`config.mk`:
```
export PLATFORM = sky130hd
export DESIGN_NAME = ysyx_lsu
export DESIGN_NICKNAME = d
export VERILOG_FILES = /design/src/rtl/ysyx_lsu.sv
export SDC_FILE = /design/constraint.sdc
export NUM_CORES = 1
export LEC_CHECK = 0
export CORE_MARGIN = 1
export CORE_UTILIZATION = 41
export DETAILED_ROUTE_END_ITERATION = 10
export GPL_ROUTABILITY_DRIVEN = 0
export PLACE_DENSITY_LB_ADDON = 0.12
export SLEW_MARGIN = 20
export SYNTH_ARGS = -nofsm -noshare
export SYNTH_HDL_FRONTEND = slang
export SYNTH_SLANG_ARGS = --single-unit
```
`constraint.sdc`:
```
create_clock -name clk -period 2.2 [get_ports clk]
set_clock_uncertainty 0.15 [all_clocks]
set_input_delay 0.33 -clock clk [delete_from_list [all_inputs] [get_ports clk]]
set_output_delay 0.33 -clock clk [all_outputs]
set_load 0.01 [all_outputs]
```
`src/rtl/ysyx_lsu.sv`:
```
// Load/store unit between EXU and WBU: one word-aligned bus request per memory op,
// returning lane-extracted load data, a pass-through ALU result, or a fault flag.
module ysyx_lsu #(
   parameter int BIT_W = 32
) (
   input  logic             clk,
   input  logic             rst,
   input  logic             prev_valid,
   output logic             ready_o,
   input  logic [BIT_W-1:0] pc,
   input  logic [BIT_W-1:0] inst,
   input  logic             ebreak,
   input  logic             ren,
   input  logic             wen,
   input  logic [2:0]       funct3,
   input  logic [BIT_W-1:0] alu_res,
   input  logic [BIT_W-1:0] wdata,
   input  logic             next_ready,
   output logic             valid_o,
   output logic [BIT_W-1:0] pc_o,
   output logic [BIT_W-1:0] inst_o,
   output logic             ebreak_o,
   output logic [BIT_W-1:0] rdata_o,
   output logic             fault_o,
   output logic             mem_req_valid,
   input  logic             mem_req_ready,
   output logic [BIT_W-1:0] mem_addr,
   output logic [BIT_W-1:0] mem_wdata,
   output logic [3:0]       mem_wstrb,
   input  logic             mem_rsp_valid,
   input  logic [BIT_W-1:0] mem_rdata,
   output logic [1:0]       dbg_state_o
);

   // Handshakes: a transfer happens on a posedge where valid and ready are both 1;
   // once valid is raised it stays high with a stable payload until that edge.
   typedef enum logic [1:0] {
      S_IDLE = 2'd0,
      S_REQ  = 2'd1,
      S_RSP  = 2'd2,
      S_DONE = 2'd3
   } state_e;

   state_e           state_q, state_d;
   logic [BIT_W-1:0] pc_q, pc_d;
   logic [BIT_W-1:0] inst_q, inst_d;
   logic             ebreak_q, ebreak_d;
   logic [BIT_W-1:0] rdata_q, rdata_d;
   logic             fault_q, fault_d;
   logic [BIT_W-1:0] addr_q, addr_d;
   logic [BIT_W-1:0] wdata_q, wdata_d;
   logic [3:0]       wstrb_q, wstrb_d;
   logic [2:0]       funct3_q, funct3_d;
   logic [1:0]       off_q, off_d;
   logic             is_load_q, is_load_d;

   logic [1:0]       acc_off;
   logic             acc_legal;
   logic [3:0]       acc_strb;
   logic [BIT_W-1:0] acc_wdata;
   logic [BIT_W-1:0] lane;
   logic [BIT_W-1:0] load_val;

   // Decode of the op presented in IDLE: alignment, strobes and lane-shifted data.
   always_comb begin
      acc_off   = alu_res[1:0];
      acc_legal = 1'b0;
      if (ren && !wen) begin
         case (funct3)
            3'b000, 3'b100: acc_legal = 1'b1;
            3'b001, 3'b101: acc_legal = ~alu_res[0];
            3'b010:         acc_legal = (alu_res[1:0] == 2'b00);
            default:        acc_legal = 1'b0;
         endcase
      end else if (wen && !ren) begin
         case (funct3)
            3'b000:  acc_legal = 1'b1;
            3'b001:  acc_legal = ~alu_res[0];
            3'b010:  acc_legal = (alu_res[1:0] == 2'b00);
            default: acc_legal = 1'b0;
         endcase
      end
      case (funct3[1:0])
         2'b00:   acc_strb = 4'b0001 << acc_off;
         2'b01:   acc_strb = 4'b0011 << acc_off;
         default: acc_strb = 4'b1111;
      endcase
      acc_wdata = wdata << {acc_off, 3'b000};
   end

   always_comb begin
      lane = mem_rdata >> {off_q, 3'b000};
      case (funct3_q)
         3'b000:  load_val = {{24{lane[7]}}, lane[7:0]};
         3'b100:  load_val = {24'd0, lane[7:0]};
         3'b001:  load_val = {{16{lane[15]}}, lane[15:0]};
         3'b101:  load_val = {16'd0, lane[15:0]};
         default: load_val = lane;
      endcase
   end

   always_comb begin
      state_d   = state_q;
      pc_d      = pc_q;
      inst_d    = inst_q;
      ebreak_d  = ebreak_q;
      rdata_d   = rdata_q;
      fault_d   = fault_q;
      addr_d    = addr_q;
      wdata_d   = wdata_q;
      wstrb_d   = wstrb_q;
      funct3_d  = funct3_q;
      off_d     = off_q;
      is_load_d = is_load_q;
      case (state_q)
         S_IDLE: begin
            if (prev_valid) begin
               pc_d      = pc;
               inst_d    = inst;
               ebreak_d  = ebreak;
               funct3_d  = funct3;
               off_d     = acc_off;
               is_load_d = ren;
               addr_d    = {alu_res[BIT_W-1:2], 2'b00};
               wdata_d   = acc_wdata;
               wstrb_d   = 4'b0000;
               rdata_d   = '0;
               fault_d   = 1'b0;
               if (!ren && !wen) begin
                  rdata_d = alu_res;
                  state_d = S_DONE;
               end else if (!acc_legal) begin
                  fault_d = 1'b1;
                  state_d = S_DONE;
               end else begin
                  wstrb_d = wen ? acc_strb : 4'b0000;
                  state_d = S_REQ;
               end
            end
         end
         S_REQ: begin
            if (mem_req_ready) state_d = S_RSP;
         end
         S_RSP: begin
            if (mem_rsp_valid) begin
               rdata_d = is_load_q ? load_val : '0;
               state_d = S_DONE;
            end
         end
         default: begin
            if (next_ready) state_d = S_IDLE;
         end
      endcase
   end

   always_ff @(posedge clk) begin
      if (!rst) begin
         state_q   <= S_IDLE;
         pc_q      <= '0;
         inst_q    <= '0;
         ebreak_q  <= 1'b0;
         rdata_q   <= '0;
         fault_q   <= 1'b0;
         addr_q    <= '0;
         wdata_q   <= '0;
         wstrb_q   <= 4'b0000;
         funct3_q  <= 3'b000;
         off_q     <= 2'b00;
         is_load_q <= 1'b0;
      end else begin
         state_q   <= state_d;
         pc_q      <= pc_d;
         inst_q    <= inst_d;
         ebreak_q  <= ebreak_d;
         rdata_q   <= rdata_d;
         fault_q   <= fault_d;
         addr_q    <= addr_d;
         wdata_q   <= wdata_d;
         wstrb_q   <= wstrb_d;
         funct3_q  <= funct3_d;
         off_q     <= off_d;
         is_load_q <= is_load_d;
      end
   end

   assign ready_o       = (state_q == S_IDLE);
   assign valid_o       = (state_q == S_DONE);
   assign mem_req_valid = (state_q == S_REQ);
   assign pc_o          = pc_q;
   assign inst_o        = inst_q;
   assign ebreak_o      = ebreak_q;
   assign rdata_o       = rdata_q;
   assign fault_o       = fault_q;
   assign mem_addr      = addr_q;
   assign mem_wdata     = wdata_q;
   assign mem_wstrb     = wstrb_q;
   assign dbg_state_o   = state_q;

endmodule

```
==> results.txt, run 1 <==
----------------------------------------------------
[Run status]
  Result of the run ... finished, final reports clean

[Final layout]
  Total inserted antenna cells ... 0
  Count of fill cells added during filler insertion ... 1550
  Share of final-layout standard cells stronger than drive strength 1 ... 8.55%
  P&R area growth vs syn ... 58.7%
  Highest-count cells in the layout ignoring fill and taps ... sky130_fd_sc_hd__clkdlybuf4s50_1 (337), sky130_fd_sc_hd__nand2_1 (238), sky130_fd_sc_hd__dfxtp_1 (172), sky130_fd_sc_hd__a21oi_1 (129), sky130_fd_sc_hd__nor2_1 (39)
  Most frequent standard cell in the layout excluding fill and tap cells ... sky130_fd_sc_hd__clkdlybuf4s50_1
  Register Area ... 0.00344 sq mm
  Summed area of non-filler cells in the final layout ... 0.0116 sq mm
  Nets@finish ... around 1400
  Area of the multi-input gates ... 0.00357 sq mm

[Timing]
  Unrepaired setup endpoints after global routing ... no
  Maximum clock frequency ... 0.493 GHz
  Number of failing setup endpoints in the final timing report ... 0
  Number of hold-slack violations in the final timing report ... 0
  Actual slew at the worst max-slew pin ... 0.682 ns
  Final Max Slew Viols ... 0
  Max_slew headroom ... 54.5%
  Shortest period the worst path allows ... just over 2 ns
  Fin crit share ... 92.2%
  Worst Hold Slack ... 0.279 ns

[Global route]
  Via count of the first global-routing pass ... approximately 7000
  Largest net degree at the start of global routing ... 80
  Global-route layer with the greatest usage ... met2
  Global Route Usage Sum ... 26.7%
  Met1 usage in global routing ... between 30% and 40%
  Total grt overflow ... 0
  Global-route wire length before repair ... 37600 microns
  Initial antenna violation count ... 0
  Met2 usage ... a little under half
  Met3 capacity usage during global routing ... 8.04%

[Setup path]
  Delay of the slowest cell on the worst path ... approximately 0.41 ns
  Required time of the worst setup path ... 2.40 ns
  Startpoint type of the worst setup path ... flip-flop
  Source of the worst register-to-register timing path ... dbg_state_o[0]$_SDFFE_PN0P_
  Slowest stage cell, crit path ... sky130_fd_sc_hd__dfxtp_1
  Cells along the critical path ... inv_1 > ha_1 > nor2b_1 > nor4_1 > o2111ai_2 > buf_12 > o211ai_1
  Category of the most critical setup path ... flip-flop to flip-flop
  CP Data Arrival Time ... around 2.2 ns
  Critical path capture point type ... flip-flop
  Timing startpoint of the critical path ... dbg_state_o[0]$_SDFFE_PN0P_
  Crit Path Max Fanout ... 16

[CTS]
  CTS tree ... yes
  CTS HTree Levels ... 4
  Clock Root Buffer ... sky130_fd_sc_hd__clkbuf_16
  Number of sinks handled by clock tree synthesis ... roughly 170
  Post CTS Setup Buffer Count ... 0
  Clk Latency, worst-skew pair ... about 0.43 ns
  Clock-pin slew on the worst setup and hold paths ... 0.07 ns
  Number of buffers added by the clock tree synthesis step ... 17
  Number of buffers between clock root and the deepest sink ... 2

[Synth]
  Share of flip-flops with an asynchronous set or reset ... 0%
  Number of library cell types mapped by synthesis ... 46
  Synth warnings ... 0
  Area of the mapped netlist ... 0.00731 sq mm
  Number of standard cells after synthesis ... roughly 880
  Syn Area/Cell ... between 8 and 9 sq um
  Post-synthesis sequential element count ... 172
  Ys flop type ... sky130_fd_sc_hd__dfxtp_1
  Part of the Yosys area used for sequential elements ... 47.1%
  Number of enable flip-flop cells after synthesis ... 0

[Route]
  Iteration-0 DRC count of the detailed router ... a little under 500
  DRC violation count after routing ... 0
  Routed wire length ... 25100 microns
  Count of antenna-violating nets left after detailed routing ... 0
  WL/cell ... 17.5 microns
  Via count ... 7540
  Number of iterations in the first detailed-routing pass ... 5
  Detailed-route vias per instance ... 5.28

[Floorplan]
  Horizontal extent of the die ... 136 microns
  Initial Util ... 42.1%
  IO Count ... 343
  Number of rows in the core area ... 48
  Core ar. ... between 0.015 and 0.02 sq mm
  Height of the chip ... ~140 microns
  Floorplan die area ... 0.0184 sq mm

[Placement]
  Placed Area ... 0.0111 sq mm
  Estimated wirelength of the detail-placed design ... 18100 microns
  Number of port buffers ... 340

[Hold path]
  Launch point of the worst hold path ... inst[2]
  Path class of the lowest-slack min-delay path ... input pin to flip-flop

[Pwr]
  Cell leakage power ... 4.17 nW
  Power density of the placed cells ... 964 mW/mm^2
  IR Drop Worst-Case VDD ... around 720 uV

[Run]
  Number of maximum-capacitance constraint violations ... 0

----------------------------------------------------
per-layer routing:
layer,vias to the layer above,wire [microns],share of wire [%]
met4,0,546,2.2
met3,38,2100,8.4
met5,-,0,0
met1,3502,9980,40
met2,311,12400,50
li1,3689,-,-
worst paths after layout:
check	end	slack (ns)	depth (start not counted)
max reg2reg	rdata_o[28]$_SDFFE_PN0P_	0.17	7
max	rdata_o[28]$_SDFFE_PN0P_	0.17	7
min	inst_o[2]$_SDFFE_PN0P_	0.28	3
min reg2reg	mem_addr[23]$_SDFFE_PN0P_	0.30	2
cell usage after synthesis (2+ instances only):
| cell type | count | area share, % |
|---|---|---|
| sky130_fd_sc_hd__nor2_1 | 39 | 2.0 |
| sky130_fd_sc_hd__buf_4 | 2 | 0.21 |
| sky130_fd_sc_hd__buf_6 | 2 | 0.31 |
| sky130_fd_sc_hd__nand2_1 | 239 | 12 |
| sky130_fd_sc_hd__a22oi_1 | 33 | 3.4 |
| sky130_fd_sc_hd__nand2b_1 | 2 | 0.17 |
| sky130_fd_sc_hd__o21ai_0 | 19 | 1.3 |
| sky130_fd_sc_hd__a21oi_1 | 129 | 8.8 |
| sky130_fd_sc_hd__a32oi_1 | 14 | 1.7 |
| sky130_fd_sc_hd__buf_1 | 5 | 0.26 |
| sky130_fd_sc_hd__nand3_1 | 2 | 0.14 |
| sky130_fd_sc_hd__or2_2 | 2 | 0.17 |
| sky130_fd_sc_hd__buf_2 | 9 | 0.62 |
| sky130_fd_sc_hd__nor3_1 | 13 | 0.89 |
| sky130_fd_sc_hd__nor2b_1 | 4 | 0.34 |
| sky130_fd_sc_hd__and2_1 | 2 | 0.17 |
| sky130_fd_sc_hd__dfxtp_1 | 172 | 47 |
| sky130_fd_sc_hd__ha_1 | 4 | 0.68 |
| sky130_fd_sc_hd__mux4_2 | 8 | 2.5 |
| sky130_fd_sc_hd__clkbuf_1 | 57 | 2.9 |
| sky130_fd_sc_hd__a2bb2oi_1 | 3 | 0.36 |
| sky130_fd_sc_hd__o211ai_1 | 33 | 3.4 |
| sky130_fd_sc_hd__mux2_2 | 24 | 3.7 |
| sky130_fd_sc_hd__nor4_1 | 2 | 0.17 |
| sky130_fd_sc_hd__mux2i_1 | 17 | 2.3 |
| sky130_fd_sc_hd__a31oi_1 | 2 | 0.17 |
| sky130_fd_sc_hd__nor3b_1 | 2 | 0.21 |
| sky130_fd_sc_hd__inv_1 | 4 | 0.21 |
| sky130_fd_sc_hd__nand3b_1 | 8 | 0.82 |
| sky130_fd_sc_hd__a221oi_1 | 8 | 0.96 |
where the power goes:
group / switching, mW / leakage (nW) / total (mW) / internal [mW]
registers: 0.322 / 1.41 / 4.02 / 3.70
logic: 2.27 / 2.51 / 4.39 / 2.12
clock network: 1.28 / 0.257 / 2.78 / 1.50
total: 3.88 / 4.17 / 11.2 / 7.32
metrics by stage:
| stage | cells | power [mW] | TNS, ns | worst slack (ns) | utilization [%] |
|---|---|---|---|---|---|
| 2_1_floorplan | 877 | 6.21 | 0 | 0.135 | - |
| 3_3_place_gp | 1398 | 8.38 | 0 | 0.0333 | 63.7 |
| 3_5_place_dp | 1398 | 8.44 | -0.00960 | -0.00729 | 63.7 |
| 4_1_cts | 1429 | 11.2 | 0 | 0.00799 | 66.7 |
| 5_1_grt | 1429 | 11.8 | 0 | 0.0269 | 66.9 |
| 6_report | 1429 | 11.2 | 0 | 0.171 | 66.9 |
worst max-delay path: cells and delay by family, from the launching register on:
family | cells | cell delay, ns
AO/OA/AOI/OAI | 2 | 0.28
adder cells (fa/ha/maj) | 1 | 0.26
buffers and inverters | 2 | 0.29
flip-flops | 1 | 0.41
AND/OR/NAND/NOR | 2 | 0.56
registers in the layout, summed over array words and instances, names as in the netlist, 3 cells and up:
signal,count
rdata_o,32
mem_addr,30
inst_o,32
funct3_q,3
mem_wdata,32
pc_o,32
mem_wstrb,4
cell families after synthesis:
| kind of cell | Yosys count | share of synthesized area (%) |
|---|---|---|
| AOI/OAI and AO/OA | 249 | 21.1 |
| and+or+nand+nor | 320 | 18.0 |
| DFF | 172 | 47.1 |
| muxes | 49 | 8.48 |
| adders and majority gates | 4 | 0.684 |
| buffers and inverters | 81 | 4.62 |
| other | 1 | 0.0513 |
final cells by class:
| cell class | count | share of cell area (%) |
|---|---|---|
| clock inverter | 9 | 0.560 |
| inverter | 6 | 0.216 |
| timing repair buffer | 371 | 32.4 |
| tap | 225 | 2.43 |
| multi-input combinational | 624 | 30.8 |
| sequential | 172 | 29.7 |
| clock buffer | 22 | 4.00 |
repair_timing:
item	4_1_cts	5_1_grt
hold endpoints to repair	0	0
pin swaps	0	0
hold buffers	0	0
setup endpoints to repair	1	5
resized for setup	1	5
No activity file was read; power rests on OpenSTA's default activity.
==> inputs of run 2 (changes only) <==
--- a/config.mk
+++ b/config.mk
@@ -7,6 +7,7 @@
 export LEC_CHECK = 0
 export CORE_MARGIN = 1
 export CORE_UTILIZATION = 41
+export CTS_BUF_LIST = sky130_fd_sc_hd__clkbuf_16
 export DETAILED_ROUTE_END_ITERATION = 10
 export GPL_ROUTABILITY_DRIVEN = 0
 export PLACE_DENSITY_LB_ADDON = 0.12
==> results.txt, run 2 (synthesized netlist as in run 1, its figures left out) <==
----------------------------------------------------
[Run status]
  Result of the run ... finished, final reports clean (unchanged)

[Global route]
  Total grt overflow ... 0 (unchanged)
  Initial antenna violation count ... 0 (unchanged)
  Global Route Usage Sum ... 26.7% (about the same)
  Via count of the first global-routing pass ... 6973 (was 6970)
  Global-route wire length before repair ... 37600 microns (about the same)
  Largest net degree at the start of global routing ... 80 (unchanged)

[Setup path]
  Required time of the worst setup path ... 2.40 ns (about the same)
  Timing startpoint of the critical path ... dbg_state_o[0]$_SDFFE_PN0P_ (unchanged)
  Category of the most critical setup path ... flip-flop to flip-flop (unchanged)
  Critical path capture point type ... flip-flop (unchanged)
  Startpoint type of the worst setup path ... flip-flop (unchanged)
  CP Data Arrival Time ... 2.24 ns (was 2.23 ns)
  Crit Path Max Fanout ... 15 (was 16)
  Source of the worst register-to-register timing path ... dbg_state_o[0]$_SDFFE_PN0P_ (unchanged)

[Timing]
  Maximum clock frequency ... 0.491 GHz (was 0.493 GHz)
  Fin crit share ... 92.6% (was 92.2%)
  Actual slew at the worst max-slew pin ... 0.705 ns (was 0.682 ns)
  Unrepaired setup endpoints after global routing ... no (unchanged)
  Setup TNS ... 0 ns (unchanged)
  Number of failing setup endpoints in the final timing report ... 0 (unchanged)
  Smallest setup slack after layout ... 0.163 ns (was 0.171 ns)
  Shortest period the worst path allows ... 2.04 ns (was 2.03 ns)
  Final Max Slew Viols ... 0 (unchanged)
  Number of hold-slack violations in the final timing report ... 0 (unchanged)
  Max_slew headroom ... 52.9% (was 54.5%)

[Route]
  Count of antenna-violating nets left after detailed routing ... 0 (unchanged)
  Routed wire length ... 25200 microns (was 25100 microns)
  WL/cell ... 17.6 microns (was 17.5 microns)
  Detailed-route vias per instance ... 5.29 (was 5.28)
  Iteration-0 DRC count of the detailed router ... 517 (was 497)
  DRC violation count after routing ... 0 (unchanged)
  Number of iterations in the first detailed-routing pass ... 5 (unchanged)
  Via count ... 7555 (was 7540)

[Floorplan]
  Horizontal extent of the die ... 136 microns (unchanged)
  IO Count ... 343 (unchanged)
  Core ar. ... 0.0174 sq mm (unchanged)
  Initial Util ... 42.1% (unchanged)
  Number of rows in the core area ... 48 (unchanged)
  Floorplan die area ... 0.0184 sq mm (unchanged)
  Height of the chip ... 136 microns (unchanged)

[Placement]
  Number of port buffers ... 340 (unchanged)
  Cell total after placement ... 1398 (unchanged)
  Worst slack, placed ... -0.00729 ns (unchanged)
  Placed Area ... 0.0111 sq mm (unchanged)
  Estimated wirelength of the detail-placed design ... 18100 microns (unchanged)

[CTS]
  CTS Hold Bufs ... 0 (unchanged)
  CTS tree ... yes (unchanged)
  Clock-pin slew on the worst setup and hold paths ... 0.07 ns (about the same)
  CTS HTree Levels ... 4 (unchanged)
  Clk Latency, worst-skew pair ... 0.43 ns (about the same)
  Number of buffers between clock root and the deepest sink ... 2 (unchanged)
  Number of buffers added by the clock tree synthesis step ... 17 (unchanged)
  Clock Root Buffer ... sky130_fd_sc_hd__clkbuf_16 (unchanged)
  Number of sinks handled by clock tree synthesis ... 172 (unchanged)

[Pwr]
  IR Drop Worst-Case VDD ... 717 uV (was 719 uV)
  Power density of the placed cells ... 959 mW/mm^2 (was 964 mW/mm^2)
  Cell leakage power ... 4.17 nW (about the same)

[Final layout]
  Final Non-Filler Cells ... 1429 (unchanged)
  Total inserted antenna cells ... 0 (unchanged)
  Count of fill cells added during filler insertion ... 1551 (was 1550)
  P&R area growth vs syn ... 58.4% (was 58.7%)
  Summed area of non-filler cells in the final layout ... 0.0116 sq mm (about the same)
  Share of final-layout standard cells stronger than drive strength 1 ... 8.39% (was 8.55%)
  Final core occ ... 66.8% (was 66.9%)
  Nets@finish ... 1368 (unchanged)
  Highest-count cells in the layout ignoring fill and taps ... sky130_fd_sc_hd__clkdlybuf4s50_1 (337), sky130_fd_sc_hd__nand2_1 (238), sky130_fd_sc_hd__dfxtp_1 (172), sky130_fd_sc_hd__a21oi_1 (129), sky130_fd_sc_hd__nor2_1 (39) (unchanged)
  Most frequent standard cell in the layout excluding fill and tap cells ... sky130_fd_sc_hd__clkdlybuf4s50_1 (unchanged)

[Hold path]
  Launch point of the worst hold path ... inst[2] (unchanged)
  Path class of the lowest-slack min-delay path ... input pin to flip-flop (unchanged)

[Run]
  Number of maximum-capacitance constraint violations ... 0 (unchanged)

----------------------------------------------------
## run 2: cell count changes in the layout (fill, tap and decap cells not counted)
| cell | previous run | this run |
|---|---|---|
| sky130_fd_sc_hd__clkbuf_8 | 2 | 0 |
| sky130_fd_sc_hd__inv_1 | 4 | 7 |
| sky130_fd_sc_hd__clkbuf_1 | 3 | 0 |
| sky130_fd_sc_hd__clkinv_1 | 0 | 2 |
## run 2: cell type report
type	instances	area (sq um)	area share, %
repair buffers	371	3760	32.4
flip-flops and latches	172	3440	29.7
clock inverters	14	83.8	0.723
inverters	6	25.0	0.216
well taps	225	282	2.43
clock buffers	17	425	3.67
multi-input cells	624	3570	30.8
## run 2: worst max-delay path, stage by stage (launching register included)
cell	delay, ns
sky130_fd_sc_hd__dfxtp_1	0.41
sky130_fd_sc_hd__inv_1	0.09
sky130_fd_sc_hd__ha_1	0.26
sky130_fd_sc_hd__buf_4	0.17
sky130_fd_sc_hd__or2_2	0.31
sky130_fd_sc_hd__a31oi_2	0.13
sky130_fd_sc_hd__buf_4	0.25
sky130_fd_sc_hd__nand2_1	0.08
sky130_fd_sc_hd__o211ai_1	0.10
## run 2: repair_timing
action | in CTS | in global routing
hold endpoints to repair | 0 | 0
gates resized for setup | 1 | 5
endpoints found under the setup margin | 1 | 5
setup buffers | 0 | 0
## run 2: path summary, 6_finish.rpt
| check | depth (start not counted) | to | slack (ns) |
|---|---|---|---|
| setup reg to reg | 8 | rdata_o[28]$_SDFFE_PN0P_ | 0.16 |
| setup / recovery | 8 | rdata_o[28]$_SDFFE_PN0P_ | 0.16 |
| hold / removal | 3 | inst_o[2]$_SDFFE_PN0P_ | 0.28 |
| hold reg to reg | 2 | mem_addr[23]$_SDFFE_PN0P_ | 0.30 |
## run 2: power breakdown
group / total, mW / switching (mW) / internal (mW)
clock: 2.70 / 1.29 / 1.42
combinational: 4.40 / 2.28 / 2.12
sequential: 4.02 / 0.321 / 3.70
## run 2: metal layers
metal	track usage, %	wire [microns]
met1	31.5	10100
met2	45.1	12500
met3	8.04	2010
met4	10.1	526
met5	0	0
## run 2: through the flow
stage	hold WS (ns)	power, mW
2_1_floorplan	0.291	6.21
3_3_place_gp	0.290	8.38
3_5_place_dp	0.296	8.44
4_1_cts	0.272	11.1
5_1_grt	0.284	11.7
6_report	0.280	11.1
